--- config.mk ---
export PLATFORM = sky130hd
export DESIGN_NAME = fp_operand_unpack
export DESIGN_NICKNAME = d
export VERILOG_FILES = /design/src/rtl/fp_operand_unpack.sv
export SDC_FILE = /design/constraint.sdc
export NUM_CORES = 1
export LEC_CHECK = 0
export ABC_AREA = 1
export CAP_MARGIN = 20
export CORE_ASPECT_RATIO = 2
export CORE_MARGIN = 5
export CORE_UTILIZATION = 46
export CTS_CLUSTER_SIZE = 14
export DETAILED_ROUTE_END_ITERATION = 7
export PLACE_DENSITY_LB_ADDON = 0.12
export REMOVE_ABC_BUFFERS = 1
export SETUP_SLACK_MARGIN = 0.5
export SYNTH_ARGS = -nofsm -noshare
export SYNTH_HDL_FRONTEND = slang
export SYNTH_SLANG_ARGS = --single-unit
--- constraint.sdc ---
create_clock -name clk -period 1.7 [get_ports clk]
set_input_delay 0.17 -clock clk [delete_from_list [all_inputs] [get_ports clk]]
set_output_delay 0.17 -clock clk [all_outputs]
set_load 0.01 [all_outputs]
--- src/rtl/fp_operand_unpack.sv ---
// -----------------------------------------------------------------------------
// fp_operand_unpack
//
// Front end of the divide/sqrt datapath. It takes a packed operand pair, splits
// each operand into sign, biased exponent and mantissa with the hidden bit
// restored, and classifies it. Operand combinations whose result is known up
// front (NaN, infinity, zero, invalid operations) are resolved here, so the
// iterative core and the exponent logic only see finite nonzero work.
//
// Two registered stages with valid/ready handshaking on both sides:
//   S1 holds the raw operands; S2 holds the classified, unpacked fields.
// Throughput is one pair per cycle. Latency is two cycles from acceptance.
//
// Ports
//   clk, rst_n        clock (rising edge), synchronous active-low reset
//   in_valid/in_ready input handshake; in_ready is combinational from out_ready
//   in_op             00 divide a/b, 01 sqrt(a), 10/11 reserved
//   in_a, in_b        packed operands {sign, exp, frac}
//   out_valid/ready   output handshake; outputs hold while stalled
//   out_op            op passthrough
//   out_sign          result sign (a^b for divide, a for sqrt)
//   out_ea, out_eb    biased exponents (subnormals report 1)
//   out_ma, out_mb    mantissas with hidden bit
//   out_special       result resolved here; datapath must bypass iteration
//   out_special_res   packed special result, zero when out_special=0
//   out_invalid       invalid-operation flag
//   out_divzero       divide-by-zero flag
// -----------------------------------------------------------------------------
module fp_operand_unpack #(
  parameter int EXP_W = 8,
  parameter int MAN_W = 23
) (
  input  logic                   clk,
  input  logic                   rst_n,
  input  logic                   in_valid,
  output logic                   in_ready,
  input  logic [1:0]             in_op,
  input  logic [EXP_W+MAN_W:0]   in_a,
  input  logic [EXP_W+MAN_W:0]   in_b,
  output logic                   out_valid,
  input  logic                   out_ready,
  output logic [1:0]             out_op,
  output logic                   out_sign,
  output logic [EXP_W-1:0]       out_ea,
  output logic [EXP_W-1:0]       out_eb,
  output logic [MAN_W:0]         out_ma,
  output logic [MAN_W:0]         out_mb,
  output logic                   out_special,
  output logic [EXP_W+MAN_W:0]   out_special_res,
  output logic                   out_invalid,
  output logic                   out_divzero
);

  localparam int W = EXP_W + MAN_W + 1;

  localparam logic [W-1:0] QNAN = {1'b0, {EXP_W{1'b1}}, 1'b1, {(MAN_W-1){1'b0}}};

  typedef enum logic [1:0] {
    OP_DIV  = 2'b00,
    OP_SQRT = 2'b01,
    OP_RSV2 = 2'b10,
    OP_RSV3 = 2'b11
  } op_e;

  typedef struct packed {
    logic zero;
    logic sub;
    logic inf;
    logic nan;
  } fp_class_t;

  typedef struct packed {
    op_e              op;
    logic             sign;
    logic [EXP_W-1:0] ea;
    logic [EXP_W-1:0] eb;
    logic [MAN_W:0]   ma;
    logic [MAN_W:0]   mb;
    logic             special;
    logic [W-1:0]     res;
    logic             invalid;
    logic             divzero;
  } s2_t;

  function automatic fp_class_t classify(input logic [EXP_W-1:0] e,
                                         input logic [MAN_W-1:0] f);
    fp_class_t c;
    c.zero = (e == '0) && (f == '0);
    c.sub  = (e == '0) && (f != '0);
    c.inf  = (e == '1) && (f == '0);
    c.nan  = (e == '1) && (f != '0);
    return c;
  endfunction

  // Subnormals take exponent 1 with a zero hidden bit, matching the scale of
  // the smallest normal; normalization is left to the downstream datapath.
  function automatic logic [EXP_W-1:0] unpack_exp(input logic [EXP_W-1:0] e);
    return (e == '0) ? {{(EXP_W-1){1'b0}}, 1'b1} : e;
  endfunction

  // ---------------------------------------------------------------------------
  // State
  // ---------------------------------------------------------------------------
  logic         s1_valid_q, s1_valid_d;
  op_e          s1_op_q,    s1_op_d;
  logic [W-1:0] s1_a_q,     s1_a_d;
  logic [W-1:0] s1_b_q,     s1_b_d;
  logic         s2_valid_q, s2_valid_d;
  s2_t          s2_q,       s2_d;

  // ---------------------------------------------------------------------------
  // Handshake, classification and next-state
  // ---------------------------------------------------------------------------
  logic             s2_adv;
  logic             s1_adv;
  logic             sign_a, sign_b, res_sign;
  logic [EXP_W-1:0] exp_a, exp_b;
  logic [MAN_W-1:0] frac_a, frac_b;
  fp_class_t        cls_a, cls_b;
  s2_t              s2_new;

  // NOTE: always_comb uses blocking assignments and gives every target a
  // default first, so no path can leave a value unassigned and infer a latch.
  always_comb begin
    s2_adv   = !s2_valid_q || out_ready;
    s1_adv   = s1_valid_q && s2_adv;
    in_ready = !s1_valid_q || s2_adv;

    sign_a = s1_a_q[W-1];
    sign_b = s1_b_q[W-1];
    exp_a  = s1_a_q[W-2:MAN_W];
    exp_b  = s1_b_q[W-2:MAN_W];
    frac_a = s1_a_q[MAN_W-1:0];
    frac_b = s1_b_q[MAN_W-1:0];
    cls_a  = classify(exp_a, frac_a);
    cls_b  = classify(exp_b, frac_b);

    res_sign = (s1_op_q == OP_DIV) ? (sign_a ^ sign_b) : sign_a;

    s2_new         = '0;
    s2_new.op      = s1_op_q;
    s2_new.sign    = res_sign;
    s2_new.ea      = unpack_exp(exp_a);
    s2_new.eb      = unpack_exp(exp_b);
    s2_new.ma      = {exp_a != '0, frac_a};
    s2_new.mb      = {exp_b != '0, frac_b};

    unique case (s1_op_q)
      OP_DIV: begin
        // Priority order matters: NaN/indeterminate forms first, then x/0
        // for finite x, then inf/finite, then results that collapse to zero.
        if (cls_a.nan || cls_b.nan || (cls_a.zero && cls_b.zero) ||
            (cls_a.inf && cls_b.inf)) begin
          s2_new.special = 1'b1;
          s2_new.res     = QNAN;
          s2_new.invalid = 1'b1;
        end else if (cls_b.zero && !cls_a.inf) begin
          s2_new.special = 1'b1;
          s2_new.res     = {res_sign, {EXP_W{1'b1}}, {MAN_W{1'b0}}};
          s2_new.divzero = 1'b1;
        end else if (cls_a.inf) begin
          s2_new.special = 1'b1;
          s2_new.res     = {res_sign, {EXP_W{1'b1}}, {MAN_W{1'b0}}};
        end else if (cls_a.zero || cls_b.inf) begin
          s2_new.special = 1'b1;
          s2_new.res     = {res_sign, {(W-1){1'b0}}};
        end
      end
      OP_SQRT: begin
        if (cls_a.nan || (sign_a && !cls_a.zero)) begin
          s2_new.special = 1'b1;
          s2_new.res     = QNAN;
          s2_new.invalid = 1'b1;
        end else if (cls_a.zero) begin
          s2_new.special = 1'b1;
          s2_new.res     = {sign_a, {(W-1){1'b0}}};
        end else if (cls_a.inf) begin
          s2_new.special = 1'b1;
          s2_new.res     = {1'b0, {EXP_W{1'b1}}, {MAN_W{1'b0}}};
        end
      end
      default: begin
        s2_new.special = 1'b1;
        s2_new.res     = QNAN;
        s2_new.invalid = 1'b1;
      end
    endcase

    // S1: when in_ready, S1 is either empty or draining into S2 this cycle,
    // so its next occupancy is simply whether a new pair arrives.
    s1_valid_d = s1_valid_q;
    s1_op_d    = s1_op_q;
    s1_a_d     = s1_a_q;
    s1_b_d     = s1_b_q;
    if (in_ready) begin
      s1_valid_d = in_valid;
      if (in_valid) begin
        s1_op_d = op_e'(in_op);
        s1_a_d  = in_a;
        s1_b_d  = in_b;
      end
    end

    // S2 only reloads on s1_adv so stalled or idle outputs keep their values.
    s2_valid_d = s2_valid_q;
    s2_d       = s2_q;
    if (s2_adv) begin
      s2_valid_d = s1_valid_q;
      if (s1_adv) begin
        s2_d = s2_new;
      end
    end
  end

  // ---------------------------------------------------------------------------
  // Registers
  // ---------------------------------------------------------------------------
  // NOTE: data registers are reset along with the valid bits because every
  // data output must read zero straight out of reset, not just out_valid.
  always_ff @(posedge clk) begin
    if (!rst_n) begin
      s1_valid_q <= 1'b0;
      s1_op_q    <= OP_DIV;
      s1_a_q     <= '0;
      s1_b_q     <= '0;
      s2_valid_q <= 1'b0;
      s2_q       <= '0;
    end else begin
      s1_valid_q <= s1_valid_d;
      s1_op_q    <= s1_op_d;
      s1_a_q     <= s1_a_d;
      s1_b_q     <= s1_b_d;
      s2_valid_q <= s2_valid_d;
      s2_q       <= s2_d;
    end
  end

  // ---------------------------------------------------------------------------
  // Outputs
  // ---------------------------------------------------------------------------
  assign out_valid       = s2_valid_q;
  assign out_op          = s2_q.op;
  assign out_sign        = s2_q.sign;
  assign out_ea          = s2_q.ea;
  assign out_eb          = s2_q.eb;
  assign out_ma          = s2_q.ma;
  assign out_mb          = s2_q.mb;
  assign out_special     = s2_q.special;
  assign out_special_res = s2_q.res;
  assign out_invalid     = s2_q.invalid;
  assign out_divzero     = s2_q.divzero;

endmodule

# [Word-level counts from Yosys, hierarchy flattened]
# Index checks and enable logic that the tools add are counted.
[classes] bitwise_logic=1 eq_ne=3 n_reduce_logical=33 muxes=16
[op_table] op="two-way mux 33 bit" count=7
[op_table] op="case mux 34 bit (2 select lines)" count=1
[op_table] op="logical NOT 23 bit" count=2
[op_table] op="nonzero test 23 bit" count=2
[op_table] op="equality test 8 bit, second input constant" count=2
[op_table] op="logical NOT 8 bit" count=2
[op_table] op="two-way mux 8 bit" count=2
[op_table] op="nonzero test 8 bit" count=2
[op_table] op="logical AND 1 bit" count=11
[op_table] op="logical OR 1 bit" count=7
[op_table] op="two-way mux 1 bit" count=6
[op_table] op="logical NOT 1 bit" count=4
[op_table] op="AND reduction 2 bit" count=2
[op_table] op="equality test 2 x 1 -> 1 bit, second input constant" count=1
[op_table] op="logical NOT 2 bit" count=1
[op_table] op="bitwise XOR 1 bit" count=1
[word_totals] inputBits=70 register_bits=170 wordCells=68

# [Logic depth before layout (Yosys ltp)]
# Gate-level depths: netlist of run 1.
[depth] depth_word=8 depth_mapped=12

# [Worst setup path after synthesis of run 1]
# No wires, ideal clock.
[synth_timing] kind="reg2reg" from="reg s2_valid_q, in the netlist out_valid" to="reg s1_b_q[0]" stages_incl_launch_ff=7 t_required_ns=1.635 arrival_time_ns=1.271 path_slack_ns=0.364 n_path_buf=2 setup_ns=0.065 path_cell_list="dfxtp_1 > nand3_1 > nand2_1 > buf_2 > clkbuf_1 > o21ai_0 > nor2_1"
[synth_via] elab_chain_cells=4
[synth_lines] item="start, declared" line="108" text="logic s2_valid_q, s2_valid_d;"
[synth_lines] item="start signal, assigned" line="233" text="s2_valid_q <= s2_valid_d;"
[synth_lines] item="logical NOT 1 bit" line="125" text="s2_adv = !s2_valid_q || out_ready;"
[synth_lines] item="logical OR 1 bit" line="125"
[synth_lines] item="logical OR 1 bit" line="127" text="in_ready = !s1_valid_q || s2_adv;"
[synth_lines] item="net in_ready" line="36" text="output logic in_ready,"
[synth_lines] item="AND reduction 2 bit (no source line)"
[synth_lines] item="end signal, assigned" line="225" text="s1_b_q <= '0;"
[synth_lines] item="end signal, assigned" line="232" text="s1_b_q <= s1_b_d;"
[synth_lines] item="end, declared" line="107" text="logic [W-1:0] s1_b_q, s1_b_d;"
# The timed path passes the listed nets, and every way through them passes these cells.
# A chain may end at the register's enable or synchronous reset.

# [Worst setup path in the final report of run 1]
[layout_timing] from="reg s1_b_q[0]" to="reg s2_q, in the netlist out_special_res[31]"
[layout_via] elab_chain_cells=8 word_cells_on_any_way=17 cone_classes="5 x mux; 12 x reduce/logical"
[layout_lines] item="logical NOT 23 bit" line="88, 90"
[layout_lines] item="logical AND 1 bit" line="90" text="c.inf = (e == '1) && (f == '0);"
[layout_lines] item="logical OR 1 bit" line="164" text="end else if (cls_a.zero || cls_b.inf) begin"
[layout_lines] item="two-way mux 33 bit" line="164"
[layout_lines] item="two-way mux 33 bit" line="161" text="end else if (cls_a.inf) begin"
[layout_lines] item="two-way mux 33 bit" line="157" text="end else if (cls_b.zero && !cls_a.inf) begin"
[layout_lines] item="two-way mux 33 bit (*)" line="152" text="if (cls_a.nan || cls_b.nan || (cls_a.zero && cls_b.zero) ||"
[layout_lines] item="case mux 34 bit (2 select lines) (*)" line="148" text="unique case (s1_op_q)"
[layout_lines] item="end signal, assigned" line="227" text="s2_q <= '0;"
[layout_lines] item="end signal, assigned" line="234" text="s2_q <= s2_d;"
[layout_lines] item="end, declared" line="109" text="s2_t s2_q, s2_d;"
# Every way passes the cells marked *; elsewhere a longest branch is shown, timed or not.

==> flow_summary_export.csv, run 1 <==
group,metric,value,unit
floorplanning,die_w,87.2,µm
critical_path,cp-end-kind,"flop",
synthesis,syn-mean-instance-area,7.76,µm²
routing,drt_pass1_iterations,5,
timing,setup_violations,0,
final_layout,utilization,0.711,
worst_hold_path,hold_class,"primary input to flop",
cts,cts_root_buf,"clkbuf_16",
cts,clock_latency,0.42,ns
pwr,clkPwrFrac,0.436,
synthesis,synth_edf_count,0,
critical_path,required,1.99,ns
synthesis,synth_ff_type,"dfxtp_1",
status,status,"finished, final reports clean",
floorplanning,die_h,164,µm
critical_path,crit_type,"flop to flop",
pwr,p_sw_frac,0.253,
timing,skew,0.00696,ns
routing,drtIter0Drc,303,
cts,cts-htree-levels,4,
synthesis,ys_seq_area_frac,0.512,
pwr,leakage,3.44,nW
cts,numClockSinks,140,
routing,remaining_drc_errors,0,
cts,cts_max_path_buffers,2,
global_route,grt_pass1_wl,23.6,mm
timing,slew_violations,0,
routing,drt_wl_total,17.3,mm
synthesis,yosys-top-cells-area,"dfxtp_1 (51%), nor2_1 (13%), o21ai_0 (12%)",
synthesis,synth_area_leader_cell,"dfxtp_1",
synthesis,synth_top_area_share,0.512,
final_layout,final_area,0.00832,mm²
synthesis,synthArstFlopShare,0,
routing,antenna_left,0,
timing,max_freq,634,MHz
floorplanning,dieArea,0.0143,mm²
pwr,p_seq_frac,0.411,
floorplanning,ios,174,
synthesis,syn_area,0.00548,mm²
cts,cts_tree,"built",
timing,post-route-min-period,1.58,ns
place,port_buffers,151,
critical_path,start_kind,"flop",
timing,rsz0062_at_grt,"yes",
cts,cts_hold_buf,0,
pwr,ir_worst_vdd,868,µV
pwr,p_int,6.70,mW
pwr,pwr-share-comb,0.153,
synthesis,yosys_warnings,0,
cts,cts.clk_slew.worst_paths,0.06,ns
routing,vias_per_cell,5.18,
global_route,gr-total-overflow,0,
timing,hold_slack,0.175,ns
cts,cts_made_buffers,17,
global_route,antenna_found_initial,0,
floorplanning,start_util,0.468,
synthesis,synth_seq_cells,140,
place,dp_hpwl,9.93,mm
run,drv_cap,0,
final_layout,fin_nets,940,
pwr,power_density,1080,mW/mm²
timing,min_period_over_period,0.927,
floorplanning,row_count,56,
final_layout,antennaDiodeCount,0,
timing,hold_viol,0,
critical_path,crit_arrival,1.87,ns
place,place.gp.congestion,0.799,
routing,wire_per_inst,16.8,µm
floorplanning,coreArea,0.0117,mm²
final_layout,drive_gt1_frac,0.279,
final_layout,syn2layout_area_growth,51.9,%
critical_path,crit_fanout,3,
place,dpl-instance-area,0.00700,mm²
synthesis,syn_inst,706,
global_route,grt_pass1_vias,5063,
pwr,power.switching,2.27,mW
synthesis,synth_cell_types,29,
routing,dr_total_vias,5317,
global_route,grt_usage,0.211,
global_route,grt_max_degree,59,
cells in the mapped netlist, types with 2 or more instances:
cell,n
nand2_2,4
buf_2,9
inv_1,42
a21oi_1,60
o221ai_1,2
nand4_1,9
dfxtp_1,140
o21ai_0,135
clkbuf_1,31
nor2_1,184
nand2_1,27
nor2_2,8
nor2_4,3
nand3_2,2
buf_4,30
nand3_1,7
critical path: stages (launching register included):
cell     delay, ns
dfxtp_2       0.32
nor2_2        0.14
nand2_2       0.10
nor2_4        0.17
nand3_4       0.12
nor2_4        0.14
nand2_2       0.07
nand2_2       0.10
nor2_4        0.05
nand2_1       0.06
nand2_1       0.06
nand2_1       0.07
a21oi_2       0.05
power by group through the flow:
stage	clock network (mW)	logic [mW]	registers [mW]
floorplan	0	0.481	3.77
CTS	3.95	1.20	3.67
finish	3.91	1.38	3.69
detailed placement	0	1.17	3.73
global route	4.10	1.50	3.72
global placement	0	1.15	3.72
routing by layer:
metal / wire [µm] / global-route usage / up-vias
met3: 1110 / 0.0467 / 49
li1: - / - / 2584
met2: 9550 / 0.372 / 223
met1: 5890 / 0.220 / 2461
met5: 0 / 0 / -
met4: 740 / 0.131 / 0
cells in the final DEF, fill, tap and decap left out, types with 9 or more instances in the layout:
cell and instances:
buf_4 19, clkdlybuf4s50_1 68, nand2_2 9, clkbuf_2 30, nor2_2 21, clkbuf_16 24, a21oi_1 58, conb_1 22
nor2_1 158, o21ai_0 101, buf_6 14, buf_12 10, inv_1 30, nand4_1 9, dfxtp_1 108, dfxtp_2 29
nand2_1 19, inv_2 11, o21ai_1 27, clkdlybuf4s15_2 15, nor2_4 16, clkdlybuf4s15_1 27
layout make-up:
cell class,count,area [µm²]
multi-input combinational,472,2440
inverter,43,170
sequential,140,2850
fill,892,3380
clock buffer,19,453
clock inverter,12,170
tap,145,181
timing repair buffer,196,2050
repair_timing:
action                                  in CTS  in global routing
endpoints found under the setup margin     215                158
hold endpoints to repair                     0                  0
cloned                                       2                 10
buffers inserted                            10                 12
pin swaps                                   32                 26
gates resized for setup                    239                168
sequential cells by signal, indices dropped and copies added, names as in the netlist:
name / cells
s1_a_q: 32
s1_b_q: 32
out_ma: 24
out_mb: 24
out_ea: 8
out_eb: 8
out_special_res: 3
out_op: 2
s1_op_q: 2
out_divzero: 1
out_sign: 1
out_special: 1
out_valid: 1
s1_valid_q: 1
per-stage QoR:
step | std cells | total power [mW] | setup slack [ns] | TNS [ns]
2_1_floorplan | 655 | 4.25 | -1.36 | -75.96
3_3_place_gp | 962 | 4.87 | 0.120 | 0
5_1_grt | 1027 | 9.31 | 0.0481 | 0
4_1_cts | 1005 | 8.82 | 0.199 | 0
6_report | 1027 | 8.97 | 0.123 | 0
3_5_place_dp | 962 | 4.90 | 0.0682 | 0
cell families (layout without fill, tap and decap cells):
logic type,count (synthesis),after routing,synth area share
buf+inv,115,270,0.105
other cells,1,22,0.000685
compound gates,201,201,0.187
flops,140,140,0.512
xor+xnor,1,1,0.00160
simple gates,248,248,0.195
path summary, 6_finish.rpt:
check                                start                  end  slack, ns  cells after the start
worst max-delay path             s1_b_q[0]  out_special_res[31]       0.12                     12
worst min-delay path                 rst_n           s1_a_q[28]       0.17                      3
worst max register to register   s1_b_q[0]  out_special_res[31]       0.12                     12
worst min register to register  out_ma[23]           out_ma[23]       0.47                      2
No activity file was read; power rests on OpenSTA's default activity.
==> inputs of run 2 (changes only) <==
Settings changed: HOLD_SLACK_MARGIN set to 0.02, TNS_END_PERCENT set to 10.
==> flow_summary_export.csv, run 2 (synthesis results as in run 1) <==
group,metric,value,unit
status,status,"finished, final reports clean",
routing,wire_per_inst,14.2,µm
cts,numClockSinks,140,
run,drv_cap,0,
routing,drt_pass1_iterations,4,
global_route,grt_usage,0.200,
timing,setup_violations,0,
pwr,power_density,1100,mW/mm²
final_layout,antennaDiodeCount,0,
critical_path,start_kind,"flop",
critical_path,required,1.99,ns
final_layout,drive_gt1_frac,0.167,
floorplanning,row_count,56,
place,port_buffers,151,
routing,vias_per_cell,4.97,
timing,max_freq,662,MHz
final_layout,mostFrequentLayoutCells,"nor2_1 (169), o21ai_0 (132), dfxtp_1 (122), clkdlybuf4s50_1 (112), a21oi_1 (59)",
final_layout,utilization,0.679,
worst_hold_path,hold-path-endpoint,"out_mb[3]",
routing,drt_wl_total,14.3,mm
place,dpl-instance-area,0.00700,mm²
final_layout,syn2layout_area_growth,45.0,%
critical_path,crit_slowest_cell,"dfxtp_2",
critical_path,r2r_slack,0.19,ns
place,dp_hpwl,9.93,mm
cts,cts_max_path_buffers,2,
global_route,grt_max_degree,62,
cts,cts_root_buf,"clkbuf_16",
cts,cts_made_buffers,17,
critical_path,crit_arrival,1.80,ns
timing,hold_viol,0,
pwr,leakage,3.42,nW
timing,skew,0.00582,ns
pwr,power,8.77,mW
timing,rsz0062_at_grt,"yes",
floorplanning,die_h,164,µm
cts,cts.clk_slew.worst_paths,0.06,ns
worst_hold_path,hold_class,"primary input to flop",
routing,remaining_drc_errors,0,
global_route,gr-total-overflow,0,
place,place.gp.congestion,0.799,
floorplanning,die_w,87.2,µm
pwr,ir_worst_vdd,861,µV
cts,cts_tree,"built",
critical_path,path_cells,"nor2_2 > nand2_2 > nor2_4 > nand3_4 > nor2_4 > nand2_1 > nand2_2 > nor2_4 > nand2_1 > nand2_1 > nand2_1 > a21oi_2",
final_layout,largestRegisters,"s1_a_q (32), s1_b_q (32)",
critical_path,r2r_start,"s1_b_q[0]",
cts,clock_latency,0.41,ns
critical_path,r2r-end,"out_special_res[31]",
routing,drtIter0Drc,223,
routing,antenna_left,0,
critical_path,crit_fanout,3,
critical_path,cp-end-kind,"flop",
critical_path,crit_type,"flop to flop",
cts,cts-htree-levels,4,
routing,dr_total_vias,4996,
floorplanning,dieArea,0.0143,mm²
timing,slew_violations,0,
worst_hold_path,hold_start,"rst_n",
timing,hold_slack,0.188,ns
critical_path,slowest_delay,0.32,ns
final_layout,final_common_cell,"nor2_1",
floorplanning,ios,174,
worst_hold_path,worstHoldPathCells,3,
global_route,antenna_found_initial,0,
place,pre_cts_ws,0.0682,ns
critical_path,reg2regPathDepth,12,
final_layout,fin_nets,918,
timing,post-route-min-period,1.51,ns
final_layout,final_area,0.00795,mm²
critical_path,path_common_cell,"nand2_1",
global_route,grt_pass1_vias,4873,
global_route,grt_pass1_wl,22.5,mm
floorplanning,coreArea,0.0117,mm²
timing,min_period_over_period,0.889,
floorplanning,start_util,0.468,
timing,fin_ws,0.188,ns
[run 2: final cells by class]
class,instances,area [µm²]
clock buffer,19,453
timing repair buffer,174,1820
fill,943,3760
sequential,140,2830
inverter,43,161
multi-input combinational,472,2330
tap,145,181
clock inverter,12,170
[run 2: how the worst max path moves through the flow]
stage / from / to / slack [ns] / cells after the start
detailed placement: out_ready / s1_a_q[3] / 0.07 / 7
finish: s1_b_q[0] / out_special_res[31] / 0.19 / 12
global route: s1_b_q[0] / out_special_res[31] / 0.06 / 12
CTS: s1_a_q[13] / out_special_res[31] / 0.20 / 11
global placement: out_ready / s1_a_q[3] / 0.12 / 7
floorplan: out_valid / s1_a_q[0] / -1.36 / 5
[run 2: stage by stage]
step,instances,setup TNS [ns]
floorplan,655,-75.96
global placement,962,0
detailed placement,962,0
CTS,998,0
global route,1005,0
finish,1005,0
[run 2: report_power, final]
| part | internal, mW | switching (mW) | leakage [nW] | total, mW |
|---|---|---|---|---|
| clock network | 2.51 | 1.36 | 0.308 | 3.88 |
| registers | 3.53 | 0.145 | 1.16 | 3.67 |
| logic | 0.602 | 0.621 | 1.95 | 1.22 |
[run 2: critical path: cells and delay by family, from the launching register on]
kind | cells | cell delay, ns
flip-flops | 1 | 0.32
AO/OA/AOI/OAI | 1 | 0.05
AND/OR/NAND/NOR | 11 | 1.02
[run 2: layer usage]
layer	track usage	routed length, µm
met4	0.113	535
met1	0.215	5230
met2	0.353	7680
met3	0.0462	849
met5	0	0
[run 2: timing repair]
action                     in CTS  in global routing
hold endpoints to repair        0                  0
resized for setup             103                 54
setup buffers                   5                  7
pin swaps                      18                 30
hold buffers                    0                  0
setup endpoints to repair     215                203
